==> config.mk <==
export PLATFORM = sky130hd
export DESIGN_NAME = iob_axi_single_master
export DESIGN_NICKNAME = d
export VERILOG_FILES = /design/src/rtl/iob_axi_single_master.sv
export SDC_FILE = /design/constraint.sdc
export NUM_CORES = 1
export LEC_CHECK = 0
export CAP_MARGIN = 20
export CORE_ASPECT_RATIO = 0.75
export CORE_MARGIN = 2
export CORE_UTILIZATION = 38
export CTS_CLUSTER_SIZE = 16
export DETAILED_ROUTE_END_ITERATION = 6
export PLACE_DENSITY = 0.8
export SYNTH_ARGS = -nofsm -noshare
export SYNTH_HDL_FRONTEND = slang
export SYNTH_SLANG_ARGS = --single-unit
==> constraint.sdc <==
create_clock -name clk -period 2.2 [get_ports clk]
set_input_delay 0.22 -clock clk [delete_from_list [all_inputs] [get_ports clk]]
set_output_delay 0.22 -clock clk [all_outputs]
set_load 0.01 [all_outputs]
==> src/rtl/iob_axi_single_master.sv <==
// Native iob request port to single-beat AXI4 master bridge.
// At most one transaction in flight. 32-bit native data is placed in, and taken from, one lane of the wider AXI bus.
module iob_axi_single_master #(
    parameter int ADDR_W     = 30,
    parameter int DATA_W     = 32,
    parameter int AXI_DATA_W = 32
) (
    input  logic                    clk,
    input  logic                    rst,

    input  logic                    valid,
    input  logic [ADDR_W-1:0]       addr,
    input  logic [31:0]             wdata,
    input  logic [3:0]              wstrb,
    output logic [31:0]             rdata,
    output logic                    ready,
    output logic                    err,

    output logic [ADDR_W-1:0]       m_axi_awaddr,
    output logic                    m_axi_awvalid,
    input  logic                    m_axi_awready,
    output logic [AXI_DATA_W-1:0]   m_axi_wdata,
    output logic [AXI_DATA_W/8-1:0] m_axi_wstrb,
    output logic                    m_axi_wvalid,
    input  logic                    m_axi_wready,
    input  logic [1:0]              m_axi_bresp,
    input  logic                    m_axi_bvalid,
    output logic                    m_axi_bready,
    output logic [ADDR_W-1:0]       m_axi_araddr,
    output logic                    m_axi_arvalid,
    input  logic                    m_axi_arready,
    input  logic [AXI_DATA_W-1:0]   m_axi_rdata,
    input  logic [1:0]              m_axi_rresp,
    input  logic                    m_axi_rvalid,
    output logic                    m_axi_rready
);

    localparam int STRB_W = AXI_DATA_W / 8;
    localparam int NLANES = AXI_DATA_W / 32;
    localparam int L      = $clog2(STRB_W);
    localparam int LANE_W = (NLANES > 1) ? $clog2(NLANES) : 1;

    typedef enum logic [2:0] {IDLE, WRITE, WR_RESP, RD_ADDR, RD_DATA} state_t;

    state_t state, state_nxt;

    logic [LANE_W-1:0]             lane_in, lane_r;
    logic [ADDR_W-3:0]             word_r;
    logic [31:0]                   wdata_r;
    logic [NLANES-1:0][3:0]        strb_lanes;
    logic [NLANES-1:0][31:0]       rdata_lanes;
    logic                          accept;
    logic                          aw_done, w_done;
    logic                          unused_addr_lsb;

    generate
        if (NLANES > 1) begin : g_lane
            assign lane_in = addr[L-1:2];
        end else begin : g_lane0
            assign lane_in = '0;
        end
    endgenerate

    assign unused_addr_lsb = ^addr[1:0];

    // Held valid is ignored during the ready pulse so it is not taken twice.
    assign accept  = (state == IDLE) && valid && !ready;
    assign aw_done = !m_axi_awvalid || m_axi_awready;
    assign w_done  = !m_axi_wvalid  || m_axi_wready;

    assign m_axi_awaddr  = {word_r, 2'b00};
    assign m_axi_araddr  = {word_r, 2'b00};
    assign m_axi_wdata   = {NLANES{wdata_r}};
    assign m_axi_arvalid = (state == RD_ADDR);
    assign m_axi_bready  = (state == WR_RESP);
    assign m_axi_rready  = (state == RD_DATA);
    assign rdata_lanes   = m_axi_rdata;

    always_comb begin
        strb_lanes          = '0;
        strb_lanes[lane_in] = wstrb;
    end

    always_ff @(posedge clk or negedge rst) begin
        if (!rst) state <= IDLE;
        else      state <= state_nxt;
    end

    always_comb begin
        state_nxt = state;
        case (state)
            IDLE:    if (accept) state_nxt = (wstrb != 4'b0) ? WRITE : RD_ADDR;
            WRITE:   if (aw_done && w_done) state_nxt = WR_RESP;
            WR_RESP: if (m_axi_bvalid) state_nxt = IDLE;
            RD_ADDR: if (m_axi_arready) state_nxt = RD_DATA;
            RD_DATA: if (m_axi_rvalid) state_nxt = IDLE;
            default: state_nxt = IDLE;
        endcase
    end

    always_ff @(posedge clk or negedge rst) begin
        if (!rst) begin
            m_axi_awvalid <= 1'b0;
            m_axi_wvalid  <= 1'b0;
            m_axi_wstrb   <= '0;
            word_r        <= '0;
            wdata_r       <= '0;
            lane_r        <= '0;
            ready         <= 1'b0;
            err           <= 1'b0;
            rdata         <= '0;
        end else begin
            ready <= 1'b0;
            err   <= 1'b0;
            case (state)
                IDLE: if (accept) begin
                    word_r      <= addr[ADDR_W-1:2];
                    wdata_r     <= wdata;
                    m_axi_wstrb <= strb_lanes;
                    lane_r      <= lane_in;
                    if (wstrb != 4'b0) begin
                        m_axi_awvalid <= 1'b1;
                        m_axi_wvalid  <= 1'b1;
                    end
                end
                // AW and W retire independently, in either order.
                WRITE: begin
                    if (m_axi_awready) m_axi_awvalid <= 1'b0;
                    if (m_axi_wready)  m_axi_wvalid  <= 1'b0;
                end
                WR_RESP: if (m_axi_bvalid) begin
                    ready <= 1'b1;
                    err   <= (m_axi_bresp != 2'b00);
                end
                RD_DATA: if (m_axi_rvalid) begin
                    ready <= 1'b1;
                    err   <= (m_axi_rresp != 2'b00);
                    rdata <= rdata_lanes[lane_r];
                end
                default: ;
            endcase
        end
    end

endmodule

==> Flow_metrics.wiki <==
{| class="wikitable"
! Metric !! Value
|-
| Starting Density || 0.392
|-
| Peak ir drop on the vdd network || approximately 700 uV
|-
| Number of enable flip-flop cells after synthesis || 0
|-
| Cell area power density || 1470 nW/um^2
|-
| Detailed-route wire length || 10,900 um
|-
| Crit share post-route || 0.889
|-
| Run status || completed
|-
| Clk Latency, worst-skew pair || 340 ps
|-
| Number of DRC violations after detailed-routing iteration 0 || 89
|-
| WL/cell || between 15 and 20 um
|-
| Area share of the largest cell type after synthesis || 0.599
|-
| Post-detailed-placement half-perimeter wirelength || 8260 um
|-
| N_diodes || 0
|-
| Share of final-layout standard cells stronger than drive strength 1 || 0.242
|-
| Most used DFF post-synth || sky130_fd_sc_hd__dfrtp_1
|-
| Synthesis-to-finish area growth || 61.0%
|-
| Data required time of the critical path || between 1500 and 2000 ps
|-
| Gate count of the mapped netlist || between 200 and 300
|-
| Most area-consuming cells after synthesis || sky130_fd_sc_hd__dfrtp_1, sky130_fd_sc_hd__mux2_2, sky130_fd_sc_hd__mux2_4
|-
| CTS Buf Count || 9
|-
| Yosys warns || 0
|-
| Setup repair after global routing missed its margin || false
|-
| Total global routing track utilization || 0.180
|-
| Maximum level of the CTS H-tree || 3
|-
| Number of endpoints failing setup at the final stage || 0
|-
| FP Rows || 33
|-
| Synthesis-stage register bit count || approximately 100
|-
| Setup Crit Path Kind || reg2out
|-
| Area inside the core boundary || 11,000 um^2
|-
| Clk root buf || sky130_fd_sc_hd__clkbuf_16
|-
| Highest clock rate || 511 MHz
|-
| Worst hold path type || in2async
|-
| Clock Pin Slew Worst Setup and Hold Paths || ~70 ps
|-
| Share of the core filled with cells in the final layout || 0.631
|-
| Post-cts sizing count || 0
|-
| Full die area || 12,200 um^2
|-
| Final count of pins violating max slew || 0
|-
| Io pins || roughly 250
|-
| Proportion of register bits with asynchronous set or reset after synthesis || 1.00
|-
| Nature of the critical path endpoint || output pin
|-
| CTS max path bufs || 2
|-
| Final sum of negative setup slack || 0 ps
|-
| Number of distinct library cells after synthesis || 27
|-
| Most area-hungry cell type in the Yosys netlist || sky130_fd_sc_hd__dfrtp_1
|-
| Quantity of I/O buffers inserted on ports || 238
|-
| Die Span X || 127 um
|-
| Largest fanout of any net on the critical path || 5
|-
| Largest net degree at the start of global routing || 54
|-
| Antenna-violating nets left || 0
|-
| Chip height || about 96 um
|-
| Placer Congestion || 0.767
|-
| Final hold violations || 0
|-
| Vias after detailed routing || 2,913
|-
| Critical path launch point type || flip-flop
|-
| PnR worst setup slack || about 240 ps
|-
| Mean Syn Cell Area || around 16 um^2
|-
| Max Cap Viol || 0
|-
| Worst clock skew || ~5.9 ps
|-
| First-pass GRT wire length || 16,700 um
|-
| Antenna violations before repair || 0
|-
| Clock sink total || around 100
|-
| CP arrival || between 1500 and 2000 ps
|-
| CTS tree || done
|-
| Post-route DRC violation count || 0
|-
| Cell Count, Final, Fillers Out || 632
|-
| Number of global-route vias before repair || between 3,000 and 4,000
|-
| Leakage power || 0.00305 uW
|-
| DP Cell Count || 615
|-
| Worst Setup Slack post-DPL || roughly 85 ps
|-
| Number of nets in the finished design || 597
|-
| Power consumption || 10,200 uW
|-
| Global route total overflow || 0
|-
| Setup Fix Bufs, Post-CTS || 0
|-
| Number of iterations in the first detailed-routing pass || 4
|-
| Portion of the post-synthesis area used by sequential elements || 0.599
|-
| Total standard cell area after synthesis || ~4300 um^2
|-
| Vias per Instance || ~4.6
|-
| Shortest clock period the worst path allows after layout || between 1500 and 2000 ps
|}
[report_power, final]
part	internal, uW	total [uW]	switching [uW]
logic	3370	5160	1790
clock network	914	1590	680
registers	2830	3410	579
total	7120	10200	3050
[layer usage]
layer,part of all wire,track usage
met2,0.50,0.304
met1,0.38,0.204
met4,0.011,0.0430
met3,0.11,0.0973
met5,0,0
[metrics by stage]
step	hold WS (ps)	cell area, um^2
after floorplan	-75.6	4320
after global routing	423	6930
after CTS	388	6930
after detailed placement	216	6620
final	391	6930
after global placement	210	6620
[cells in the mapped netlist (2+ instances only)]
| library cell | n |
|---|---|
| sky130_fd_sc_hd__dfrtp_1 | 103 |
| sky130_fd_sc_hd__mux2_2 | 58 |
| sky130_fd_sc_hd__mux2_4 | 38 |
| sky130_fd_sc_hd__buf_4 | 32 |
| sky130_fd_sc_hd__buf_6 | 5 |
| sky130_fd_sc_hd__nor2_1 | 5 |
| sky130_fd_sc_hd__clkbuf_1 | 3 |
| sky130_fd_sc_hd__nor2b_1 | 3 |
| sky130_fd_sc_hd__a2bb2oi_1 | 2 |
| sky130_fd_sc_hd__buf_2 | 2 |
| sky130_fd_sc_hd__inv_1 | 2 |
| sky130_fd_sc_hd__nand2b_1 | 2 |
| sky130_fd_sc_hd__o211ai_1 | 2 |
[final timing paths]
| check | startpoint | endpoint | cells past startpoint | slack (ps) |
|---|---|---|---|---|
| worst max-delay path | state[2]$_DFFE_PN0P_ | m_axi_arvalid | 3 | 240 |
| worst min-delay path | rst | m_axi_wdata[1]$_DFFE_PN0P_ | 2 | 390 |
| worst max register to register | state[2]$_DFFE_PN0P_ | word_r[18]$_DFFE_PN0P_ | 4 | 320 |
| worst min register to register | rdata[5]$_DFFE_PN0N_ | rdata[5]$_DFFE_PN0N_ | 1 | 500 |
| max in group asynchronous | rst | m_axi_wvalid$_DFFE_PN0P_ | 3 | 1130 |
| min in group clk | m_axi_wready | m_axi_wvalid$_DFFE_PN0P_ | 2 | 460 |
[worst max-delay path, cell delays in order (launching register included)]
cell and delay [ps]:
sky130_fd_sc_hd__dfrtp_1 410, sky130_fd_sc_hd__nand2b_1 210, sky130_fd_sc_hd__nor2_1 160, sky130_fd_sc_hd__clkdlybuf4s50_1 610
[cell type report]
| type | instances | area (um^2) |
|---|---|---|
| fill | 825 | 4050 |
| sequential | 103 | 2580 |
| timing repair buffer | 244 | 2450 |
| multi-input combinational | 127 | 1420 |
| clock buffer | 11 | 243 |
| tap | 140 | 175 |
| clock inverter | 5 | 57.6 |
| inverter | 2 | 7.51 |
[registers in the layout, indices dropped and copies added, names as in the netlist]
| register | flops |
|---|---|
| state | 3 |
| m_axi_wdata | 32 |
| m_axi_wvalid | 1 |
| ready | 1 |
| rdata | 32 |
| m_axi_wstrb | 4 |
| m_axi_awvalid | 1 |
| err | 1 |
| word_r | 28 |
[kinds of logic after synthesis]
family	count (synthesis)	synth area share
buf+inv	44	0.0756
other cells	1	0.000871
compound gates	8	0.0142
simple gates	19	0.0262
mux	96	0.284
flops	103	0.599
[timing repair]
item / 4_1_cts / 5_1_grt
hold endpoints to repair: 35 / 0
hold buffers: 1 / 0
endpoints found under the setup margin: 0 / 0
[placed cells by master (no fill, tap or decap), types with 3 or more instances in the layout]
cell type	count
sky130_fd_sc_hd__dfrtp_1	103
sky130_fd_sc_hd__nor2_1	5
sky130_fd_sc_hd__nor2b_1	3
sky130_fd_sc_hd__clkbuf_16	9
sky130_fd_sc_hd__mux2_4	38
sky130_fd_sc_hd__conb_1	4
sky130_fd_sc_hd__buf_4	4
sky130_fd_sc_hd__mux2_2	58
sky130_fd_sc_hd__clkdlybuf4s50_1	237
(Power assumes the default switching activity.)
